`src/rtl/frame_capture_ctrl.sv`:
```
// Frame capture controller: triggers an image sensor, waits for each frame,
// forwards its pixels with SOF/EOL/EOF markers and checks frame geometry.
// Captures n_frames frames per start request; abort or reset drop the capture.
module frame_capture_ctrl #(
  parameter int N_COL    = 640,
  parameter int N_LINE   = 480,
  parameter int TRIG_LEN = 4,
  parameter int TIMEOUT  = 4096
) (
  input  logic        pixel_clock,
  input  logic        rst,
  input  logic        start,
  input  logic        abort,
  input  logic [7:0]  n_frames,
  input  logic        frame_valid,
  input  logic        line_valid,
  input  logic [15:0] data,
  output logic        frame_trigger,
  output logic        pix_valid,
  output logic        pix_sof,
  output logic        pix_eol,
  output logic        pix_eof,
  output logic [15:0] pix_data,
  output logic        busy,
  output logic        done,
  output logic        err_geom,
  output logic        err_timeout,
  output logic [7:0]  frame_cnt
);

  localparam int TRIG_W = (TRIG_LEN > 1) ? $clog2(TRIG_LEN) : 1;
  localparam int TO_W   = (TIMEOUT > 1) ? $clog2(TIMEOUT) : 1;

  localparam logic [TRIG_W-1:0] TRIG_LAST = TRIG_W'(TRIG_LEN - 1);
  localparam logic [TO_W-1:0]   TO_LAST   = TO_W'(TIMEOUT - 1);
  localparam logic [15:0]       COL_LAST  = 16'(N_COL - 1);
  localparam logic [15:0]       COL_FULL  = 16'(N_COL);
  localparam logic [15:0]       LINE_LAST = 16'(N_LINE - 1);
  localparam logic [15:0]       LINE_FULL = 16'(N_LINE);

  typedef enum logic [2:0] {
    IDLE,
    TRIG,
    WAIT_FV,
    ACTIVE,
    CHECK,
    DONE
  } state_t;

  state_t            state, state_d;
  logic [TRIG_W-1:0] trig_cnt;
  logic [TO_W-1:0]   wait_cnt;
  logic [15:0]       col_cnt;
  logic [15:0]       line_cnt;
  logic [15:0]       line_cnt_eff;
  logic [7:0]        n_frames_q;
  logic              fv_q, lv_q;
  logic              sof_pend;
  logic              fv_rise, fv_fall, lv_fall;
  logic              pixel;
  logic              start_ok;

  // Sensor framing edges are taken against the previous cycle's level, so a
  // frame_valid that is already high when we start waiting is not a rise.
  assign fv_rise  = frame_valid & ~fv_q;
  assign fv_fall  = ~frame_valid & fv_q;
  assign lv_fall  = ~line_valid & lv_q;
  assign start_ok = start && (n_frames != 8'd0);

  // A pixel is captured only in ACTIVE, and never in the cycle abort is seen.
  assign pixel = (state == ACTIVE) && frame_valid && line_valid && !abort;

  // Line count including a line ending this very cycle, so a frame_valid
  // fall coincident with the last line_valid fall is judged correctly.
  assign line_cnt_eff = line_cnt + {15'd0, lv_fall};

  assign frame_trigger = (state == TRIG);
  assign busy          = (state != IDLE) && (state != DONE);
  assign done          = (state == DONE);

  // State register.
  // NOTE: sequential state is written with non-blocking assignments only, so
  // every flop samples pre-edge values regardless of statement order.
  always_ff @(posedge pixel_clock or posedge rst) begin
    if (rst) state <= IDLE;
    else     state <= state_d;
  end

  // Next-state logic; abort from any busy state wins over normal progress.
  // NOTE: state_d gets its default before the case so no path leaves it
  // unassigned, which would otherwise infer a latch.
  always_comb begin
    state_d = state;
    case (state)
      IDLE:    if (start_ok) state_d = TRIG;
      TRIG:    if (trig_cnt == TRIG_LAST) state_d = WAIT_FV;
      WAIT_FV: begin
        if (fv_rise)                  state_d = ACTIVE;
        else if (wait_cnt == TO_LAST) state_d = DONE;
      end
      ACTIVE:  if (fv_fall) state_d = CHECK;
      CHECK:   state_d = (frame_cnt + 8'd1 == n_frames_q) ? DONE : TRIG;
      DONE:    state_d = IDLE;
      default: state_d = IDLE;
    endcase
    if (abort && (state != IDLE)) state_d = IDLE;
  end

  // Counters, frame bookkeeping and sticky error flags.
  always_ff @(posedge pixel_clock or posedge rst) begin
    if (rst) begin
      fv_q        <= 1'b0;
      lv_q        <= 1'b0;
      trig_cnt    <= '0;
      wait_cnt    <= '0;
      col_cnt     <= '0;
      line_cnt    <= '0;
      n_frames_q  <= '0;
      frame_cnt   <= '0;
      sof_pend    <= 1'b0;
      err_geom    <= 1'b0;
      err_timeout <= 1'b0;
    end else begin
      fv_q     <= frame_valid;
      lv_q     <= line_valid;
      trig_cnt <= (state == TRIG && state_d == TRIG) ? trig_cnt + TRIG_W'(1) : '0;
      wait_cnt <= (state == WAIT_FV && state_d == WAIT_FV) ? wait_cnt + TO_W'(1) : '0;

      case (state)
        IDLE: begin
          if (start_ok) begin
            n_frames_q  <= n_frames;
            frame_cnt   <= '0;
            err_geom    <= 1'b0;
            err_timeout <= 1'b0;
          end
        end
        WAIT_FV: begin
          if (!abort) begin
            if (fv_rise) begin
              col_cnt  <= '0;
              line_cnt <= '0;
              sof_pend <= 1'b1;
            end else if (wait_cnt == TO_LAST) begin
              err_timeout <= 1'b1;
            end
          end
        end
        ACTIVE: begin
          if (!abort) begin
            if (pixel) begin
              sof_pend <= 1'b0;
              if (col_cnt != 16'hFFFF) col_cnt <= col_cnt + 16'd1;
            end
            if (lv_fall) begin
              if (col_cnt != COL_FULL) err_geom <= 1'b1;
              line_cnt <= line_cnt + 16'd1;
              col_cnt  <= '0;
            end
            if (fv_fall && (line_cnt_eff != LINE_FULL)) err_geom <= 1'b1;
          end
        end
        CHECK: begin
          if (!abort) frame_cnt <= frame_cnt + 8'd1;
        end
        default: ;
      endcase
    end
  end

  // Registered pixel output stage: one cycle of latency from the sensor.
  always_ff @(posedge pixel_clock or posedge rst) begin
    if (rst) begin
      pix_valid <= 1'b0;
      pix_sof   <= 1'b0;
      pix_eol   <= 1'b0;
      pix_eof   <= 1'b0;
      pix_data  <= '0;
    end else begin
      pix_valid <= pixel;
      if (pixel) begin
        pix_data <= data;
        pix_sof  <= sof_pend;
        pix_eol  <= (col_cnt == COL_LAST);
        pix_eof  <= (col_cnt == COL_LAST) && (line_cnt == LINE_LAST);
      end else begin
        pix_sof  <= 1'b0;
        pix_eol  <= 1'b0;
        pix_eof  <= 1'b0;
      end
    end
  end

endmodule

```
`config.mk`:
```
export PLATFORM = sky130hd
export DESIGN_NAME = frame_capture_ctrl
export DESIGN_NICKNAME = d
export VERILOG_FILES = /design/src/rtl/frame_capture_ctrl.sv
export SDC_FILE = /design/constraint.sdc
export NUM_CORES = 1
export LEC_CHECK = 0
export ABC_CLOCK_PERIOD_IN_PS = 7020
export CAP_MARGIN = 5
export CORE_MARGIN = 5
export CORE_UTILIZATION = 50
export DETAILED_ROUTE_END_ITERATION = 8
export HOLD_SLACK_MARGIN = 0.06
export PLACE_DENSITY = 0.82
export RECOVER_POWER = 100
export SLEW_MARGIN = 20
export SYNTH_ARGS = -nofsm -noshare
export SYNTH_HDL_FRONTEND = slang
export SYNTH_SLANG_ARGS = --single-unit
```
`constraint.sdc`:
```
create_clock -name pixel_clock -period 7.02 [get_ports pixel_clock]
set_input_delay 1.404 -clock pixel_clock [delete_from_list [all_inputs] [get_ports pixel_clock]]
set_output_delay 1.404 -clock pixel_clock [all_outputs]
set_load 0.05 [all_outputs]
```
==> results.yml, run 1 <==
drt:
  antenna_left: 0
  drc: 0
  wirelength_um: 10800
  dr_total_vias: 3916
  post_drt_via_cell_ratio: 5.78
  initialDrtViolationCount: 245
  route.detailed.wl_per_inst_um: 16.0
  first_pass_iters: 5
pwr:
  ir_worst_vdd_mv: 0.0861
  static-leakage-power_nw: 2.56
  p_sw_frac: 0.239
  design_power_total_mw: 1.04
  p_per_area_mw_per_mm2: 181
  share_comb_of_total_power: 0.098
  power_frac_seq: 0.532
  netSwitchingPower_mw: 0.247
  cell_internal_pwr_mw: 0.788
  clkPwrFrac: 0.369
synthesis:
  synthesized_instance_count: 491
  summed_instance_area_of_the_synthesized_netlist_mm2: 0.00483
  synth-edff-count: 0
  syn-mean-instance-area_um2: 9.84
  synth.lib_cells_used.distinct: 64
  async_reset_ff_frac: 1.00
  synth_seq_cells: 90
  yosys_warnings: 0
  synth.net_count: 529
  synth_top_flop_cell: "sky130_fd_sc_hd__dfrtp_1"
  synth-seq-area-share: 0.466
worst_setup_path:
  worst-endpoint-required_ns: 7.30
  path_max_fanout: 23
  critPathCaptureType: "flip-flop"
  timing.critical_path.from_type: "primary input"
  timing.setup.critical_path_class: "primary input to flip-flop"
  cp_data_arrival_time_ns: 4.77
global_routing:
  grt_antenna_before_repair: 0
  first_global_vias: 3914
  pin_count_of_the_biggest_net_entering_global_routing: 91
  overflow: 0
  groute.usage.overall: 0.191
  grt_first_pass_wirelength_um: 18100
floorplanning:
  start_util: 0.518
  design.die.area_mm2: 0.0117
  ios: 63
  die-height_um: 108
  die_w_um: 108
  total_core_area_mm2: 0.00933
  num_rows: 35
cts:
  post_cts_hold_buffer_count: 0
  clkTransAtPathRegs_ns: 0.09
  cts_inserted_buffers: 9
  clk_root_buffer_cell: "sky130_fd_sc_hd__clkbuf_8"
  clkLatencyLatePin_ns: 0.36
  cts_setup_buffers: 0
  htreeDepth: 3
  max-clock-path-buffers: 2
  clock-sinks: 90
  tritoncts: "done"
  post_cts_resize_count: 0
sta:
  setup_total_negative_slack_ns: 0
  timing.max_slew.rel_slack: 0.0431
  finalSetupViolCount: 0
  fin_crit_ns: 4.49
  finalWorstSetupSlack_ns: 2.53
  rsz0062_at_grt: "no"
  finalClockSkew_ns: 0.0117
  final.period_utilization: 0.640
  clock.fmax_mhz: 223
  whs_ns: 0.454
  timing_max_transition_violations_final: 0
  final_hold_viol_count: 0
  slew_at_the_pin_with_the_worst_max_slew_slack_ns: 1.43
placed_design:
  place.detailed.hpwl_um: 7650
  gp_congestion: 0.941
  dp_worst_setup_slack_ns: 2.65
  cell_count_post_placement: 663
  portBuffers: 62
  placedInstanceArea_mm2: 0.00554
outcome:
  run_status: "completed"
cells_and_area:
  most-common-layout-cells: "sky130_fd_sc_hd__dfrtp_1 (90), sky130_fd_sc_hd__nor2_1 (58), sky130_fd_sc_hd__dlygate4sd3_1 (38)"
  area.growth.synth_to_final_pct: 18.5
  instances_no_fill: 677
  multiInputGateArea_mm2: 0.00242
  most_frequent_standard_cell_in_the_layout_excluding_fill_and_tap_cells: "sky130_fd_sc_hd__dfrtp_1"
  utilization: 0.614
  drive_above_1_share: 0.0858
  final_design_area_no_fill_mm2: 0.00573
  n_antenna_cell: 0
  layout.filler_cells: 779
  ff_latch_area_mm2: 0.00225
  final_nets: 583
flow_run:
  cap_violations: 0
worst_hold_path:
  holdCritPathClass: "flip-flop to flip-flop"
## state kept, by name, summed over array words and instances, names as in the netlist
| register | cells |
|---|---|
| col_cnt | 16 |
| line_cnt | 16 |
| pix_data | 16 |
| wait_cnt | 12 |
| frame_cnt | 8 |
| n_frames_q | 8 |
| state | 3 |
| trig_cnt | 2 |
| err_geom | 1 |
| err_timeout | 1 |
| fv_q | 1 |
| lv_q | 1 |
| pix_eof | 1 |
| pix_eol | 1 |
| pix_sof | 1 |
| pix_valid | 1 |
| sof_pend | 1 |
## layer usage
layer  part of all wire  GRT usage  up-vias
li1                   -          -     1850
met1               0.43      0.241     1934
met2               0.50      0.324      106
met3              0.046     0.0334       26
met4              0.024     0.0821        0
met5                  0          0        -
## logic make-up after synthesis
| family | share of synthesized area |
|---|---|
| and+or+nand+nor | 0.240 |
| DFF | 0.466 |
| AOI/OAI and AO/OA | 0.0945 |
| xor gates and xnor gates | 0.0815 |
| buffers and inverters | 0.0311 |
| muxes | 0.0665 |
| adders and majority gates | 0.0207 |
## worst max-delay path, stage by stage
cell,delay [ns]
sky130_fd_sc_hd__dlygate4sd3_1,0.65
sky130_fd_sc_hd__and4bb_1,0.39
sky130_fd_sc_hd__and2_0,1.11
sky130_fd_sc_hd__o2111ai_1,0.57
sky130_fd_sc_hd__or3_1,0.49
sky130_fd_sc_hd__a21oi_1,0.15
## synth_stat cells, drive strengths merged (9+ instances only)
library cell | number | area (um2)
dfrtp | 90 | 2250
nor2 | 58 | 218
nand2 | 35 | 131
o21ai | 27 | 135
xor2 | 26 | 228
mux2 | 25 | 282
nand3 | 25 | 138
xnor2 | 19 | 166
nand4 | 16 | 100
inv | 13 | 48.8
buf | 12 | 67.6
and3 | 9 | 57.6
clkbuf | 9 | 33.8
nor4 | 9 | 56.3
or3 | 9 | 56.3
## area by class of cell
cell class                      count  share of cell area
Inverter                           13             0.00874
Timing Repair Buffer               64               0.111
Sequential cell                    90               0.393
Clock inverter                      3              0.0114
Multi-Input combinational cell    367               0.423
Clock buffer                       11              0.0247
Tap cell                          129              0.0282
## final timing paths
path	start	to	slack [ns]	cells after the start
max in group asynchronous	rst	wait_cnt[6]	4.74	3
worst min register to register	trig_cnt[0]	trig_cnt[0]	0.45	1
worst max register to register	state[1]	col_cnt[11]	3.69	5
worst max-delay path	abort	col_cnt[11]	2.53	6
min in group asynchronous	rst	frame_cnt[2]	1.75	3
worst min-delay path	trig_cnt[0]	trig_cnt[0]	0.45	1
## power groups by stage
| stage | registers (mW) | clock network, mW | logic [mW] |
|---|---|---|---|
| after global routing | 0.554 | 0.411 | 0.113 |
| after global placement | 0.560 | 0 | 0.104 |
| after CTS | 0.551 | 0.389 | 0.107 |
| after floorplan | 0.560 | 0 | 0.0671 |
| final | 0.551 | 0.383 | 0.102 |
| after detailed placement | 0.562 | 0 | 0.107 |
No activity file was read; power rests on OpenSTA's default activity.
==> run 2: changes to the inputs <==
- ABC_CLOCK_PERIOD_IN_PS: 7020 -> 3800
- PLACE_DENSITY: 0.82 -> 0.85
- clock period: 7.02 -> 3.8 ns (I/O delays scaled with it)
==> results.yml, run 2 (synthesis results as in run 1) <==
cts:
  post_cts_hold_buffer_count: 0
  clock-sinks: 90
  post_cts_resize_count: 0
  tritoncts: "done"
  cts_inserted_buffers: 9
  cts_setup_buffers: 0
  max-clock-path-buffers: 2
  clkTransAtPathRegs_ns: 0.09
  clk_root_buffer_cell: "sky130_fd_sc_hd__clkbuf_8"
  htreeDepth: 3
  clkLatencyLatePin_ns: 0.35
placed_design:
  place.detailed.hpwl_um: 7850
  placedInstanceArea_mm2: 0.00558
  gp_congestion: 0.930
  portBuffers: 62
  cell_count_post_placement: 667
  dp_worst_setup_slack_ns: 0.279
floorplanning:
  num_rows: 35
  total_core_area_mm2: 0.00933
  design.die.area_mm2: 0.0117
  start_util: 0.518
  die-height_um: 108
  ios: 63
  die_w_um: 108
worst_setup_path:
  critPathTopFamily: "simple AND/OR/NAND/NOR gates"
  critical_path.cell_chain: "dlygate4sd3_1, and2b_1, ha_1, ha_1, inv_1, nor4_1, mux2i_1, or4b_1, a211o_1"
  critPathCaptureType: "flip-flop"
  path_max_fanout: 6
  critical-path-max-stage-delay_ns: 0.58
  cp_data_arrival_time_ns: 3.57
  timing.setup.critical_path_class: "primary input to flip-flop"
  cpMaxStageDelayCell: "sky130_fd_sc_hd__dlygate4sd3_1"
  timing.critical_path.from_type: "primary input"
  worst-endpoint-required_ns: 4.04
  path_buf_inv: 2
  path_common_cell: "sky130_fd_sc_hd__ha_1"
cells_and_area:
  layout.filler_cells: 787
  most-common-layout-cells: "sky130_fd_sc_hd__dfrtp_1 (90), sky130_fd_sc_hd__nor2_1 (58), sky130_fd_sc_hd__dlygate4sd3_1 (38)"
  n_antenna_cell: 0
  most_frequent_standard_cell_in_the_layout_excluding_fill_and_tap_cells: "sky130_fd_sc_hd__dfrtp_1"
  instances_no_fill: 683
  reg.largest.list: "col_cnt: 16 flops, line_cnt: 16 flops, pix_data: 16 flops"
  final_design_area_no_fill_mm2: 0.00576
  area.growth.synth_to_final_pct: 19.3
  drive_above_1_share: 0.0903
  final_nets: 587
  utilization: 0.618
drt:
  dr_total_vias: 3856
  first_pass_iters: 4
  wirelength_um: 10700
  drc: 0
  route.detailed.wl_per_inst_um: 15.7
  post_drt_via_cell_ratio: 5.65
  initialDrtViolationCount: 227
  antenna_left: 0
pwr:
  design_power_total_mw: 1.89
  static-leakage-power_nw: 2.57
  ir_worst_vdd_mv: 0.170
  p_per_area_mw_per_mm2: 328
sta:
  clock.fmax_mhz: 300
  final_hold_viol_count: 0
  timing_max_transition_violations_final: 46
  finalWorstSetupSlack_ns: 0.471
  fin_crit_ns: 3.33
  slew_at_the_pin_with_the_worst_max_slew_slack_ns: 2.00
  rsz0062_at_grt: "no"
  whs_ns: 0.452
  timing.max_slew.rel_slack: -0.342
  finalClockSkew_ns: 0.0112
  final.period_utilization: 0.876
  setup_total_negative_slack_ns: 0
  finalSetupViolCount: 0
outcome:
  run_status: "finished with violations"
  failing_checks: "max-capacitance violations, max-slew violations"
global_routing:
  grt_first_pass_wirelength_um: 18000
  first_global_vias: 3733
  pin_count_of_the_biggest_net_entering_global_routing: 47
  overflow: 0
  grt_antenna_before_repair: 0
  groute.usage.overall: 0.190
worst_hold_path:
  holdCritPathClass: "flip-flop to flip-flop"
flow_run:
  cap_violations: 1
==> run 2: path summary, 6_finish.rpt <==
| path | from | to | slack [ns] | cells past startpoint |
|---|---|---|---|---|
| min reg2reg | trig_cnt[0] | trig_cnt[0] | 0.45 | 1 |
| max in group asynchronous | rst | wait_cnt[7] | 1.48 | 3 |
| min in group asynchronous | rst | pix_data[12] | 1.38 | 2 |
| min | trig_cnt[0] | trig_cnt[0] | 0.45 | 1 |
| max | line_valid | err_geom | 0.47 | 9 |
| max reg2reg | state[1] | col_cnt[2] | 1.12 | 6 |
==> run 2: power breakdown <==
| group | leakage, nW | internal [mW] | switching, mW |
|---|---|---|---|
| clock | 0.102 | 0.342 | 0.340 |
| combinational | 1.26 | 0.0886 | 0.101 |
| sequential | 1.22 | 0.988 | 0.0298 |
==> run 2: metal layers <==
| layer | track usage | vias up | share of wire |
|---|---|---|---|
| met5 | 0 | - | 0 |
| met4 | 0.0550 | 0 | 0.0087 |
| met3 | 0.0310 | 8 | 0.044 |
| met2 | 0.310 | 91 | 0.49 |
| met1 | 0.262 | 1892 | 0.46 |
| li1 | - | 1865 | - |
==> run 2: worst reg2reg max path: cells and delay by family, from the launching register on <==
kind / cells / cell delay [ns]
compound gates: 1 / 0.33
buf+inv: 1 / 0.84
flops: 1 / 0.61
mux: 1 / 0.12
simple gates: 3 / 0.66
==> run 2: area by class of cell <==
cell class	count	area (um2)	share of cell area
multi-input combinational	367	2420	0.420
sequential	90	2250	0.391
timing repair buffer	68	663	0.115
tap	129	161	0.0280
clock buffer	11	151	0.0263
clock inverter	5	62.6	0.0109
inverter	13	50.0	0.00868
